`src/rtl/line_fill_responder.sv`:
```
// Instruction-cache line-fill responder: on a line read request, streams
// BEATS word reads to a fixed-latency backing RAM, packs the returned words
// into one line and presents it with a single-cycle line_valid pulse.
module line_fill_responder #(
  parameter int ADDR_W  = 32,
  parameter int WORD_W  = 32,
  parameter int BEATS   = 8,
  parameter int MEM_LAT = 1
) (
  input  logic                      CLK,
  input  logic                      RST,
  input  logic                      mem_read,
  input  logic [ADDR_W-1:0]         mem_addr,
  output logic [BEATS*WORD_W-1:0]   mem_data,
  output logic                      line_valid,
  output logic                      busy,
  output logic                      ram_en,
  output logic [ADDR_W-1:0]         ram_addr,
  input  logic [WORD_W-1:0]         ram_rdata
);

  localparam int CNT_W = (BEATS > 1) ? $clog2(BEATS) : 1;
  // Low address bits covering one line are dropped to align the request.
  localparam logic [ADDR_W-1:0] LINE_MASK = ~ADDR_W'(BEATS * WORD_W / 8 - 1);
  localparam logic [ADDR_W-1:0] STRIDE    = ADDR_W'(WORD_W / 8);
  localparam logic [CNT_W-1:0]  LAST_BEAT = CNT_W'(BEATS - 1);

  typedef enum logic [1:0] {
    IDLE,
    FILL,
    DONE
  } state_t;

  state_t              state_reg, state_next;
  logic [CNT_W-1:0]    issue_cnt_reg, issue_cnt_next;
  logic [CNT_W-1:0]    recv_cnt_reg, recv_cnt_next;
  logic [MEM_LAT-1:0]  vpipe_reg, vpipe_next;
  logic                line_valid_reg, line_valid_next;
  logic                busy_reg, busy_next;
  logic                ram_en_reg, ram_en_next;
  logic [ADDR_W-1:0]   ram_addr_reg, ram_addr_next;
  logic                capture;

  // A beat's data is on ram_rdata when its valid bit leaves the latency pipe;
  // outside FILL (e.g. leftovers from an aborted fill) it is ignored.
  assign capture = (state_reg == FILL) && vpipe_reg[MEM_LAT-1];

  // Next-state, issue sequencing and receive bookkeeping.
  always_comb begin
    state_next      = state_reg;
    issue_cnt_next  = issue_cnt_reg;
    recv_cnt_next   = recv_cnt_reg;
    vpipe_next      = MEM_LAT'({vpipe_reg, ram_en_reg});
    line_valid_next = 1'b0;
    busy_next       = busy_reg;
    ram_en_next     = ram_en_reg;
    ram_addr_next   = ram_addr_reg;
    case (state_reg)
      IDLE: begin
        if (mem_read) begin
          state_next     = FILL;
          issue_cnt_next = '0;
          recv_cnt_next  = '0;
          busy_next      = 1'b1;
          ram_en_next    = 1'b1;
          ram_addr_next  = mem_addr & LINE_MASK;
        end
      end
      FILL: begin
        // Issue side: the address on ram_addr is beat issue_cnt_reg.
        if (ram_en_reg) begin
          if (issue_cnt_reg == LAST_BEAT) begin
            ram_en_next = 1'b0;
          end else begin
            issue_cnt_next = issue_cnt_reg + 1'b1;
            ram_addr_next  = ram_addr_reg + STRIDE;
          end
        end
        // Receive side: last word captured means the line is complete.
        if (capture) begin
          recv_cnt_next = recv_cnt_reg + 1'b1;
          if (recv_cnt_reg == LAST_BEAT) begin
            line_valid_next = 1'b1;
            state_next      = DONE;
          end
        end
      end
      DONE: begin
        busy_next  = 1'b0;
        state_next = IDLE;
      end
      default: begin
        state_next = IDLE;
        busy_next  = 1'b0;
      end
    endcase
  end

  // Register all control state; reset aborts any fill in progress.
  always_ff @(posedge CLK) begin
    if (RST) begin
      state_reg      <= IDLE;
      issue_cnt_reg  <= '0;
      recv_cnt_reg   <= '0;
      vpipe_reg      <= '0;
      line_valid_reg <= 1'b0;
      busy_reg       <= 1'b0;
      ram_en_reg     <= 1'b0;
      ram_addr_reg   <= '0;
    end else begin
      state_reg      <= state_next;
      issue_cnt_reg  <= issue_cnt_next;
      recv_cnt_reg   <= recv_cnt_next;
      vpipe_reg      <= vpipe_next;
      line_valid_reg <= line_valid_next;
      busy_reg       <= busy_next;
      ram_en_reg     <= ram_en_next;
      ram_addr_reg   <= ram_addr_next;
    end
  end

  // One register per word slot; untouched slots keep old contents.
  for (genvar gi = 0; gi < BEATS; gi++) begin : g_slot
    logic [WORD_W-1:0] word_reg;

    // Capture the returning word when it belongs to this slot.
    always_ff @(posedge CLK) begin
      if (RST) begin
        word_reg <= '0;
      end else if (capture && (recv_cnt_reg == CNT_W'(gi))) begin
        word_reg <= ram_rdata;
      end
    end

    assign mem_data[gi*WORD_W +: WORD_W] = word_reg;
  end

  assign line_valid = line_valid_reg;
  assign busy       = busy_reg;
  assign ram_en     = ram_en_reg;
  assign ram_addr   = ram_addr_reg;

endmodule

```
`config.mk`:
```
export PLATFORM = sky130hd
export DESIGN_NAME = line_fill_responder
export DESIGN_NICKNAME = d
export VERILOG_FILES = /design/src/rtl/line_fill_responder.sv
export SDC_FILE = /design/constraint.sdc
export NUM_CORES = 1
export LEC_CHECK = 0
export ABC_AREA = 1
export BUFFER_PORTS_ARGS = -buffer_cell sky130_fd_sc_hd__buf_2
export CAP_MARGIN = 5
export CORE_MARGIN = 2
export CORE_UTILIZATION = 55
export DETAILED_ROUTE_END_ITERATION = 6
export PLACE_DENSITY = 0.82
export SYNTH_ARGS = -nofsm -noshare
export SYNTH_HDL_FRONTEND = slang
export SYNTH_SLANG_ARGS = --single-unit
```
`constraint.sdc`:
```
create_clock -name CLK -period 2.91 [get_ports CLK]
set_input_delay 0.582 -clock CLK [delete_from_list [all_inputs] [get_ports CLK]]
set_output_delay 0.582 -clock CLK [all_outputs]
set_load 0.05 [all_outputs]
```
* After elaboration in Yosys (flattened, before gate mapping)
Cells that the tools add are included.
** Word-level totals
- Register bits after elaboration :: 300
- Bits of input ports :: 67
- Output and inout port bits :: 291
- Word-level logic and storage cells :: 73
** Cells by class
- Add/sub/neg operators :: 3
- Equality and inequality tests :: 14
- Mux-type cells :: 20
- Bitwise operators :: 2
- Reduce and logical (&&, ||, !) cells :: 18
** Operators with widths (number)
- $mux W32 :: 3
- $pmux W32 S2 :: 1
- $add A32 B3 Y32 const B :: 1
- $eq A3 B3 Y1 const B :: 5
- $mux W3 :: 4
- $pmux W3 S2 :: 2
- $logic_and A1 B1 Y1 :: 9
- $ne A2 B2 Y1 const B :: 4
- $add A3 B1 Y3 const B :: 2
- $eq A3 B2 Y1 const B :: 2
- $mux W2 :: 3
- $reduce_and A3 Y1 :: 2
- $mux W1 :: 4
- $pmux W1 S2 :: 2
- $pmux W2 S2 :: 1
- $reduce_and A2 Y1 :: 2
- $reduce_and A4 Y1 :: 1
- $eq A3 B1 Y1 const B :: 1
- $logic_not A3 Y1 :: 1
- $reduce_or A3 Y1 :: 1
- $eq A2 B1 Y1 const B :: 1
- $logic_not A2 Y1 :: 1
- $ne A2 B1 Y1 const B :: 1
- $not A1 Y1 :: 2
- $reduce_bool A2 Y1 :: 1

* Depth between registers and ports, before layout
Gate-level depths: netlist of run 1.
- Word-level depth :: 4
- Gate-level depth with buffers :: 10
- Depth with buffers taken out :: 10

* Least setup slack after synthesis of run 1
Ideal clock, no wire load.
- Path type :: register to register
- Start point :: reg ram_addr_reg[3] (netlist: ram_addr[3])
- End point :: reg ram_addr_reg[20] (netlist: ram_addr[20])
- Library setup time :: 132 ps
- Arrival time :: 1821 ps
- Required time :: 2778 ps
- Slack :: 956 ps
- Stages on the path, launching flop included :: 11
- Buffers on the path :: 0
- Period minus slack after synthesis :: 1954 ps
- Cell sequence :: dfxtp_1 -> ha_1 -> nand2_1 -> nor2_2 -> nand2_1 -> nor2_1 -> nand2_1 -> nand2_1 -> nand3_1 -> nand2_1 -> a21oi_1
** On the way
- Word-level cells in the longest chain between the ends :: 4
** RTL lines
- start, declared :: RTL line 41 : logic [ADDR_W-1:0] ram_addr_reg, ram_addr_next;
- start signal, assigned :: RTL line 118 : ram_addr_reg <= ram_addr_next;
- $add A32 B3 Y32 :: RTL line 76 : ram_addr_next = ram_addr_reg + STRIDE;
- $mux W32 :: RTL line 72 : if (issue_cnt_reg == LAST_BEAT) begin
- $mux W32 :: RTL line 71 : if (ram_en_reg) begin
- $pmux W32 S2 :: RTL line 58 : case (state_reg)
No other way between the ends. The select of a mux whose other input is x is not followed.
A chain may end at the register's enable or synchronous reset.

* Worst setup path in the final report of run 1
- Start point :: reg state_reg[1]
- End point :: reg g_slot[3].word_reg[0]
** On the way
- Word-level cells in the longest chain between the ends :: 3
** RTL lines
- start, declared :: RTL line 34 : state_t state_reg, state_next;
- start signal, assigned :: RTL line 111 : state_reg <= state_next;
- $eq A2 B1 Y1 :: RTL line 46 : assign capture = (state_reg == FILL) && vpipe_reg[MEM_LAT-1];
- $logic_and A1 B1 Y1 :: RTL line 46
- $logic_and A1 B1 Y1 :: RTL line 130 : end else if (capture && (recv_cnt_reg == CNT_W'(gi))) begin
- end signal, assigned :: RTL line 131 : word_reg <= ram_rdata;
- end, declared :: RTL line 124 : logic [WORD_W-1:0] word_reg;
No other way between the ends.

==> results of run 1 <==
==> area by class of cell <==
cell class | instances | area (sq um)
Clock inverter | 13 | 268
Fill cell | 1716 | 6390
Timing Repair Buffer | 368 | 1940
Sequential cell | 298 | 5970
Tap cell | 275 | 344
Clock buffer | 40 | 827
Inverter | 47 | 179
Multi-Input combinational cell | 1117 | 4910
==> cells in the mapped netlist <==
| master | count |
|---|---|
| sky130_fd_sc_hd__or3_1 | 1 |
| sky130_fd_sc_hd__nor2_2 | 3 |
| sky130_fd_sc_hd__clkbuf_1 | 76 |
| sky130_fd_sc_hd__clkbuf_2 | 31 |
| sky130_fd_sc_hd__o211ai_1 | 1 |
| sky130_fd_sc_hd__xnor2_1 | 4 |
| sky130_fd_sc_hd__buf_1 | 4 |
| sky130_fd_sc_hd__or2_2 | 2 |
| sky130_fd_sc_hd__xor2_1 | 2 |
| sky130_fd_sc_hd__nand2_2 | 1 |
| sky130_fd_sc_hd__nand3_1 | 62 |
| sky130_fd_sc_hd__ha_1 | 9 |
| sky130_fd_sc_hd__dfxtp_1 | 298 |
| sky130_fd_sc_hd__o21ai_1 | 30 |
| sky130_fd_sc_hd__inv_1 | 41 |
| sky130_fd_sc_hd__o31ai_1 | 1 |
| sky130_fd_sc_hd__and2_1 | 1 |
| sky130_fd_sc_hd__a211oi_1 | 2 |
| sky130_fd_sc_hd__nor3_2 | 6 |
| sky130_fd_sc_hd__nand2_1 | 198 |
| sky130_fd_sc_hd__nor3_1 | 2 |
| sky130_fd_sc_hd__nor2_4 | 2 |
| sky130_fd_sc_hd__buf_4 | 3 |
| sky130_fd_sc_hd__conb_1 | 1 |
| sky130_fd_sc_hd__a21oi_1 | 72 |
| sky130_fd_sc_hd__nor2_1 | 495 |
| sky130_fd_sc_hd__buf_2 | 15 |
| sky130_fd_sc_hd__inv_2 | 4 |
| sky130_fd_sc_hd__o21ai_0 | 219 |
| sky130_fd_sc_hd__nand4_1 | 2 |
| sky130_fd_sc_hd__clkinv_1 | 2 |
==> metrics by stage <==
stage | cell area [sq um] | util [%] | std cells | hold slack (ns)
CTS | 14400 | 69.3 | 2158 | 0.364
global route | 14400 | 69.3 | 2158 | 0.378
finish | 14400 | 69.3 | 2158 | 0.379
detailed placement | 13300 | 64.1 | 2105 | 0.448
global placement | 13300 | 64.1 | 2105 | 0.445
floorplan | 11600 | - | 1591 | 0.444
==> power breakdown <==
group | internal (mW) | total [mW] | switching, mW | leakage [nW]
clock network | 2.69 | 4.28 | 1.59 | 0.535
logic | 0.156 | 0.672 | 0.515 | 4.21
registers | 4.14 | 4.20 | 0.0611 | 2.41
==> kinds of logic (layout without fill, tap and decap cells) <==
| logic type | Yosys count | in the layout | synth area share, % |
|---|---|---|---|
| compound gates | 325 | 325 | 14.1 |
| buf+inv | 176 | 468 | 6.31 |
| simple gates | 775 | 775 | 26.5 |
| xor+xnor | 6 | 6 | 0.454 |
| fa+ha+maj | 9 | 9 | 0.974 |
| other cells | 1 | 2 | 0.0324 |
| flops | 298 | 298 | 51.6 |
==> worst max-delay path: stages (launching register included) <==
cell                       delay, ns
sky130_fd_sc_hd__dfxtp_1        0.35
sky130_fd_sc_hd__nor2_2         0.06
sky130_fd_sc_hd__nand2_2        0.26
sky130_fd_sc_hd__clkinv_1       0.47
sky130_fd_sc_hd__nand2_1        0.58
sky130_fd_sc_hd__buf_12         0.24
sky130_fd_sc_hd__nand2_1        0.08
sky130_fd_sc_hd__a21oi_1        0.14
==> final timing paths <==
check / endpoint / slack, ns / depth (start not counted)
worst max-delay path: g_slot[3].word_reg[0] / 0.64 / 7
worst min-delay path: ram_addr[7] / 0.38 / 3
worst max register to register: g_slot[3].word_reg[0] / 0.64 / 7
worst min register to register: g_slot[3].word_reg[11] / 0.46 / 2
==> per-layer routing <==
layer,wire (um),vias to the layer above
met3,3680,121
met5,0,-
met4,1800,0
li1,-,5610
met2,17500,638
met1,15200,5452
==> impl_results.rst, run 1 <==
.. list-table::
   :header-rows: 1

   * - Metric
     - Value
   * - Setup bufs post-CTS
     - 0
   * - Timing startpoint of the critical path
     - state_reg[1]
   * - Slew Viols, Final
     - 0
   * - Clk Tree Root Cell
     - sky130_fd_sc_hd__clkbuf_16
   * - Startpoint of the worst-slack reg-to-reg timing path
     - state_reg[1]
   * - Count of cell types in the netlist
     - 31
   * - Number of sinks handled by clock tree synthesis
     - 298
   * - Met2 usage in global routing
     - 53.8%
   * - Mapped Avg Cell Area
     - 7.28 sq um
   * - Latest clock arrival within the worst-skew pair
     - 0.53 ns
   * - Initial standard-cell utilization of the core
     - 55.6%
   * - Number of buffers created by CTS
     - 29
   * - Count of maximum capacitance violations
     - 0
   * - Max Clock Freq
     - 440 MHz
   * - Worst min path class
     - input port to flip-flop
   * - Crit path setup slack, layout
     - 0.638 ns
   * - Vias in the first global route
     - 10900
   * - Grt peak-use layer
     - met2
   * - DRC Markers
     - 0
   * - Placeable Area
     - 20800 sq um
   * - Tcrit/Tclk final
     - 78.1%
   * - Cell Pwr Density
     - 634 nW/um^2
   * - Max reg flops
     - 256
   * - Number of iterations in the first detailed-routing pass
     - 7
   * - Number of ports placed on the die boundary
     - 358
   * - Critical Path End Type
     - flip-flop
   * - Die Area
     - 22200 sq um
   * - Finish-stage setup viols
     - 0
   * - Worst clock skew
     - 0.0128 ns
   * - Wire length of the first global-routing pass
     - 58.6 mm
   * - Kind of launch point of the worst setup path
     - flip-flop
   * - Sequential-to-total area share from yosys stat
     - 51.6%
   * - Count of mapped cells out of synthesis
     - 1590
   * - Cells resized by post-CTS repair
     - 0
   * - Placer congestion estimate
     - 0.919
   * - Synthesized cell area
     - 11600 sq um
   * - Drt total wl
     - 38.2 mm
   * - Static leakage power
     - 7.15 nW
   * - Critical path arrival
     - 2.73 ns
   * - Area added between synthesis and finish
     - 24.8%
   * - Standard-cell rows
     - 53
   * - # nets final
     - 1937
   * - Total global routing overflow
     - 0
   * - Count of hold buffers inserted by post-cts repair
     - 0
   * - Total power draw
     - 9.15 mW
   * - Minimum clock period after layout
     - 2.27 ns
   * - Average wire per cell in the routed design
     - 17.7 um
   * - CTS tree
     - built
   * - IR drop worst, VDD
     - 0.450 mV
   * - Most frequent standard cell in the layout excluding fill and tap cells
     - sky130_fd_sc_hd__nor2_1
   * - Number of buffers on the longest clock path
     - 3
   * - Library cell occupying the most area in the post-synthesis netlist
     - sky130_fd_sc_hd__dfxtp_1
   * - Pin slew with the least headroom to its limit
     - 1.33 ns
   * - Status
     - complete, no violations
   * - Via-per-instance ratio
     - 5.48
   * - RSZ-0062 raised after global routing
     - false
   * - Count of buffers inserted at the top-level ports
     - 350
   * - # H-tree levels
     - 1
   * - Antenna diode count
     - 0
   * - Share of the synthesized area in the top cell type
     - 51.6%
   * - Routing usage on met1
     - 42.6%
   * - Worst setup path category
     - flip-flop to flip-flop
   * - Ranking of synthesized cells by area
     - sky130_fd_sc_hd__dfxtp_1 52%, sky130_fd_sc_hd__nor2_1 16%, sky130_fd_sc_hd__o21ai_0 9.5%
   * - Die height
     - 149 um
   * - Clock-pin slew on the worst setup and hold paths
     - 0.06 ns
   * - Warnings from Yosys
     - 0
   * - Total global-route track usage
     - 33.0%
   * - Residual antenna-violating net count after detailed routing
     - 0
   * - Die outline width
     - 149 um
   * - Worst-case headroom to the max-slew limit
     - 11.2%
   * - Setup Total Neg Slack
     - 0 ns
   * - Worst min-delay path startpoint
     - mem_addr[7]
   * - Fraction of final layout cells with drive strength greater than 1
     - 23.1%
   * - Hold violation count in the final report
     - 0
   * - Setup slack at placement
     - 0.735 ns
   * - Violation count after the first detailed-routing iteration
     - 1050
   * - Number of antenna violations at the first check in global routing
     - 0
   * - Most used cells in the layout excluding fill and tap cells
     - 495 x sky130_fd_sc_hd__nor2_1, 350 x sky130_fd_sc_hd__buf_2, 298 x sky130_fd_sc_hd__dfxtp_1, 219 x sky130_fd_sc_hd__o21ai_0, 198 x sky130_fd_sc_hd__nand2_1
   * - Pin count of the biggest net entering global routing
     - 88
   * - Global Route met3 Usage
     - 6.36%
   * - Total half-perimeter wirelength after legalization and detailed placement
     - 25.2 mm
   * - Number of synthesized register bits
     - 298
   * - Crit-path max FO
     - 23
   * - Required time at the endpoint of the critical path
     - 3.36 ns
   * - Via count of the routed design
     - 11800
No activity file was read; power rests on OpenSTA's default activity.
==> run 2: changes to the inputs <==
--- a/config.mk
+++ b/config.mk
@@ -9,9 +9,9 @@
 export BUFFER_PORTS_ARGS = -buffer_cell sky130_fd_sc_hd__buf_2
 export CAP_MARGIN = 5
 export CORE_MARGIN = 2
-export CORE_UTILIZATION = 55
+export CORE_UTILIZATION = 51
 export DETAILED_ROUTE_END_ITERATION = 6
-export PLACE_DENSITY = 0.82
+export PLACE_DENSITY = 0.77
 export SYNTH_ARGS = -nofsm -noshare
 export SYNTH_HDL_FRONTEND = slang
 export SYNTH_SLANG_ARGS = --single-unit
==> constraint.sdc (replaced) <==
create_clock -name CLK -period 2.1 [get_ports CLK]
set_input_delay 0.42 -clock CLK [delete_from_list [all_inputs] [get_ports CLK]]
set_output_delay 0.42 -clock CLK [all_outputs]
set_load 0.05 [all_outputs]
==> impl_results.rst, run 2 (synthesis results as in run 1) <==
.. list-table::
   :header-rows: 1

   * - Metric
     - Value
   * - Status
     - complete, no violations
   * - Crit-path max FO
     - 13
   * - Crit path setup slack, layout
     - 0.185 ns
   * - Number of ports placed on the die boundary
     - 358
   * - Worst clock skew
     - 0.0168 ns
   * - Max Clock Freq
     - 522 MHz
   * - # H-tree levels
     - 1
   * - Drt total wl
     - 38.5 mm
   * - # nets final
     - 1958
   * - Pin count of the biggest net entering global routing
     - 151
   * - RSZ-0062 raised after global routing
     - false
   * - Vias in the first global route
     - 11000
   * - Required time at the endpoint of the critical path
     - 2.56 ns
   * - Seq. cell area
     - 5970 sq um
   * - Setup slack at placement
     - 0.174 ns
   * - Violation count after the first detailed-routing iteration
     - 1118
   * - Tcrit/Tclk final
     - 91.2%
   * - Worst-path cell chain
     - ha_1, ha_1, or2_2, nor2_4, inv_1, buf_12, nand2_1, nand2_1, a21oi_1
   * - Number of buffers created by CTS
     - 30
   * - Most used cells in the layout excluding fill and tap cells
     - 495 x sky130_fd_sc_hd__nor2_1, 350 x sky130_fd_sc_hd__buf_2, 298 x sky130_fd_sc_hd__dfxtp_1, 219 x sky130_fd_sc_hd__o21ai_0, 198 x sky130_fd_sc_hd__nand2_1
   * - Average wire per cell in the routed design
     - 17.6 um
   * - Count of buffers inserted at the top-level ports
     - 350
   * - Total global-route track usage
     - 30.9%
   * - Minimum clock period after layout
     - 1.91 ns
   * - Die height
     - 155 um
   * - Worst-case headroom to the max-slew limit
     - 61.1%
   * - Initial standard-cell utilization of the core
     - 51.6%
   * - CTS tree
     - built
   * - Critical Path End Type
     - flip-flop
   * - Final cell area excluding filler cells
     - 14500 sq um
   * - Number of sinks handled by clock tree synthesis
     - 298
   * - Startpoint of the worst-slack reg-to-reg timing path
     - issue_cnt_reg[0]
   * - Clk Tree Root Cell
     - sky130_fd_sc_hd__clkbuf_16
   * - Cells resized by post-CTS repair
     - 0
   * - IR drop worst, VDD
     - 0.669 mV
   * - Layout Utilization
     - 64.8%
   * - Count of hold buffers inserted by post-cts repair
     - 0
   * - Fraction of final layout cells with drive strength greater than 1
     - 23.9%
   * - Static leakage power
     - 7.23 nW
   * - Number of antenna violations at the first check in global routing
     - 0
   * - Kind of launch point of the worst setup path
     - flip-flop
   * - Pin slew with the least headroom to its limit
     - 0.584 ns
   * - Setup bufs post-CTS
     - 0
   * - Critical Path Slowest Stage Cell
     - sky130_fd_sc_hd__dfxtp_1
   * - Slew Viols, Final
     - 0
   * - Number of buffers on the longest clock path
     - 3
   * - Worst min-delay path startpoint
     - mem_addr[8]
   * - Max incr delay on CP
     - 0.33 ns
   * - Hold violation count in the final report
     - 0
   * - Timing startpoint of the critical path
     - issue_cnt_reg[0]
   * - Die Area
     - 23900 sq um
   * - Critical path arrival
     - 2.38 ns
   * - Max reg flops
     - 256
   * - Residual antenna-violating net count after detailed routing
     - 0
   * - Die outline width
     - 155 um
   * - Total half-perimeter wirelength after legalization and detailed placement
     - 25.9 mm
   * - Area of placed instances
     - 13500 sq um
   * - Fill count
     - 1978
   * - Antenna diode count
     - 0
   * - Placer congestion estimate
     - 0.936
   * - Area occupied by multi-input gates
     - 4910 sq um
   * - Standard-cell rows
     - 55
   * - Setup Total Neg Slack
     - 0 ns
   * - Clock-pin slew on the worst setup and hold paths
     - 0.06 ns
   * - Via count of the routed design
     - 11800
   * - Most frequent standard cell in the layout excluding fill and tap cells
     - sky130_fd_sc_hd__nor2_1
   * - Wire length of the first global-routing pass
     - 59.4 mm
   * - Latest clock arrival within the worst-skew pair
     - 0.55 ns
   * - Worst min path class
     - input port to flip-flop
   * - DRC Markers
     - 0
   * - Count of maximum capacitance violations
     - 0
   * - Cell Pwr Density
     - 838 nW/um^2
   * - Via-per-instance ratio
     - 5.38
   * - Area added between synthesis and finish
     - 25.7%
   * - Worst hold slack after final layout
     - 0.192 ns
   * - Placeable Area
     - 22400 sq um
   * - Total global routing overflow
     - 0
   * - Finish-stage setup viols
     - 0
   * - Worst setup path category
     - flip-flop to flip-flop
   * - Number of iterations in the first detailed-routing pass
     - 6
## run 2: cell types whose count changed in the layout (fill, tap and decap cells not counted), sizes merged
cell      previous run  this run
buf                368       388
clkbuf              40        47
bufinv               8         2
clkinv               6         9
clkinvlp             1         0
## run 2: critical path: cells and delay by family, from the launching register on
kind                       cells  cell delay (ns)
and+or+nand+nor                4             0.60
buffers and inverters          2             0.40
adders and majority gates      2             0.39
DFF                            1             0.33
AOI/OAI and AO/OA              1             0.11
## run 2: worst paths after layout
path	to	slack, ns	cells past startpoint
max	ram_addr[30]	0.19	9
min	ram_addr[8]	0.19	3
max reg2reg	ram_addr[30]	0.19	9
min reg2reg	vpipe_reg	0.46	2
## run 2: power breakdown
group / leakage, nW / internal [mW] / total, mW / switching, mW
clock: 0.505 / 3.22 / 5.42 / 2.19
sequential: 2.41 / 5.73 / 5.82 / 0.0832
combinational: 4.32 / 0.229 / 0.951 / 0.722
total: 7.23 / 9.19 / 12.2 / 3.00
## run 2: routing by layer
metal  share of wire, %  global-route usage [%]  vias to the layer above  wire (um)
met3                8.9                    6.19                      123       3420
met2                 47                    51.9                      579      18200
met1                 39                    38.5                     5458      15200
li1                   -                       -                     5638          -
met4                4.5                    13.8                        0       1730
met5                  0                       0                        -          0
## run 2: final cells by class
cell class	instances	area share, %
clock buffers	47	6.30
inverters	47	1.25
well taps	285	2.45
flip-flops and latches	298	41.0
repair buffers	388	14.5
multi-input cells	1117	33.8
clock inverters	9	0.654
## run 2: stage by stage
step	power (mW)	std cells
2_1_floorplan	6.58	1591
3_3_place_gp	6.86	2135
3_5_place_dp	6.87	2135
4_1_cts	12.2	2191
5_1_grt	12.5	2191
6_report	12.2	2191
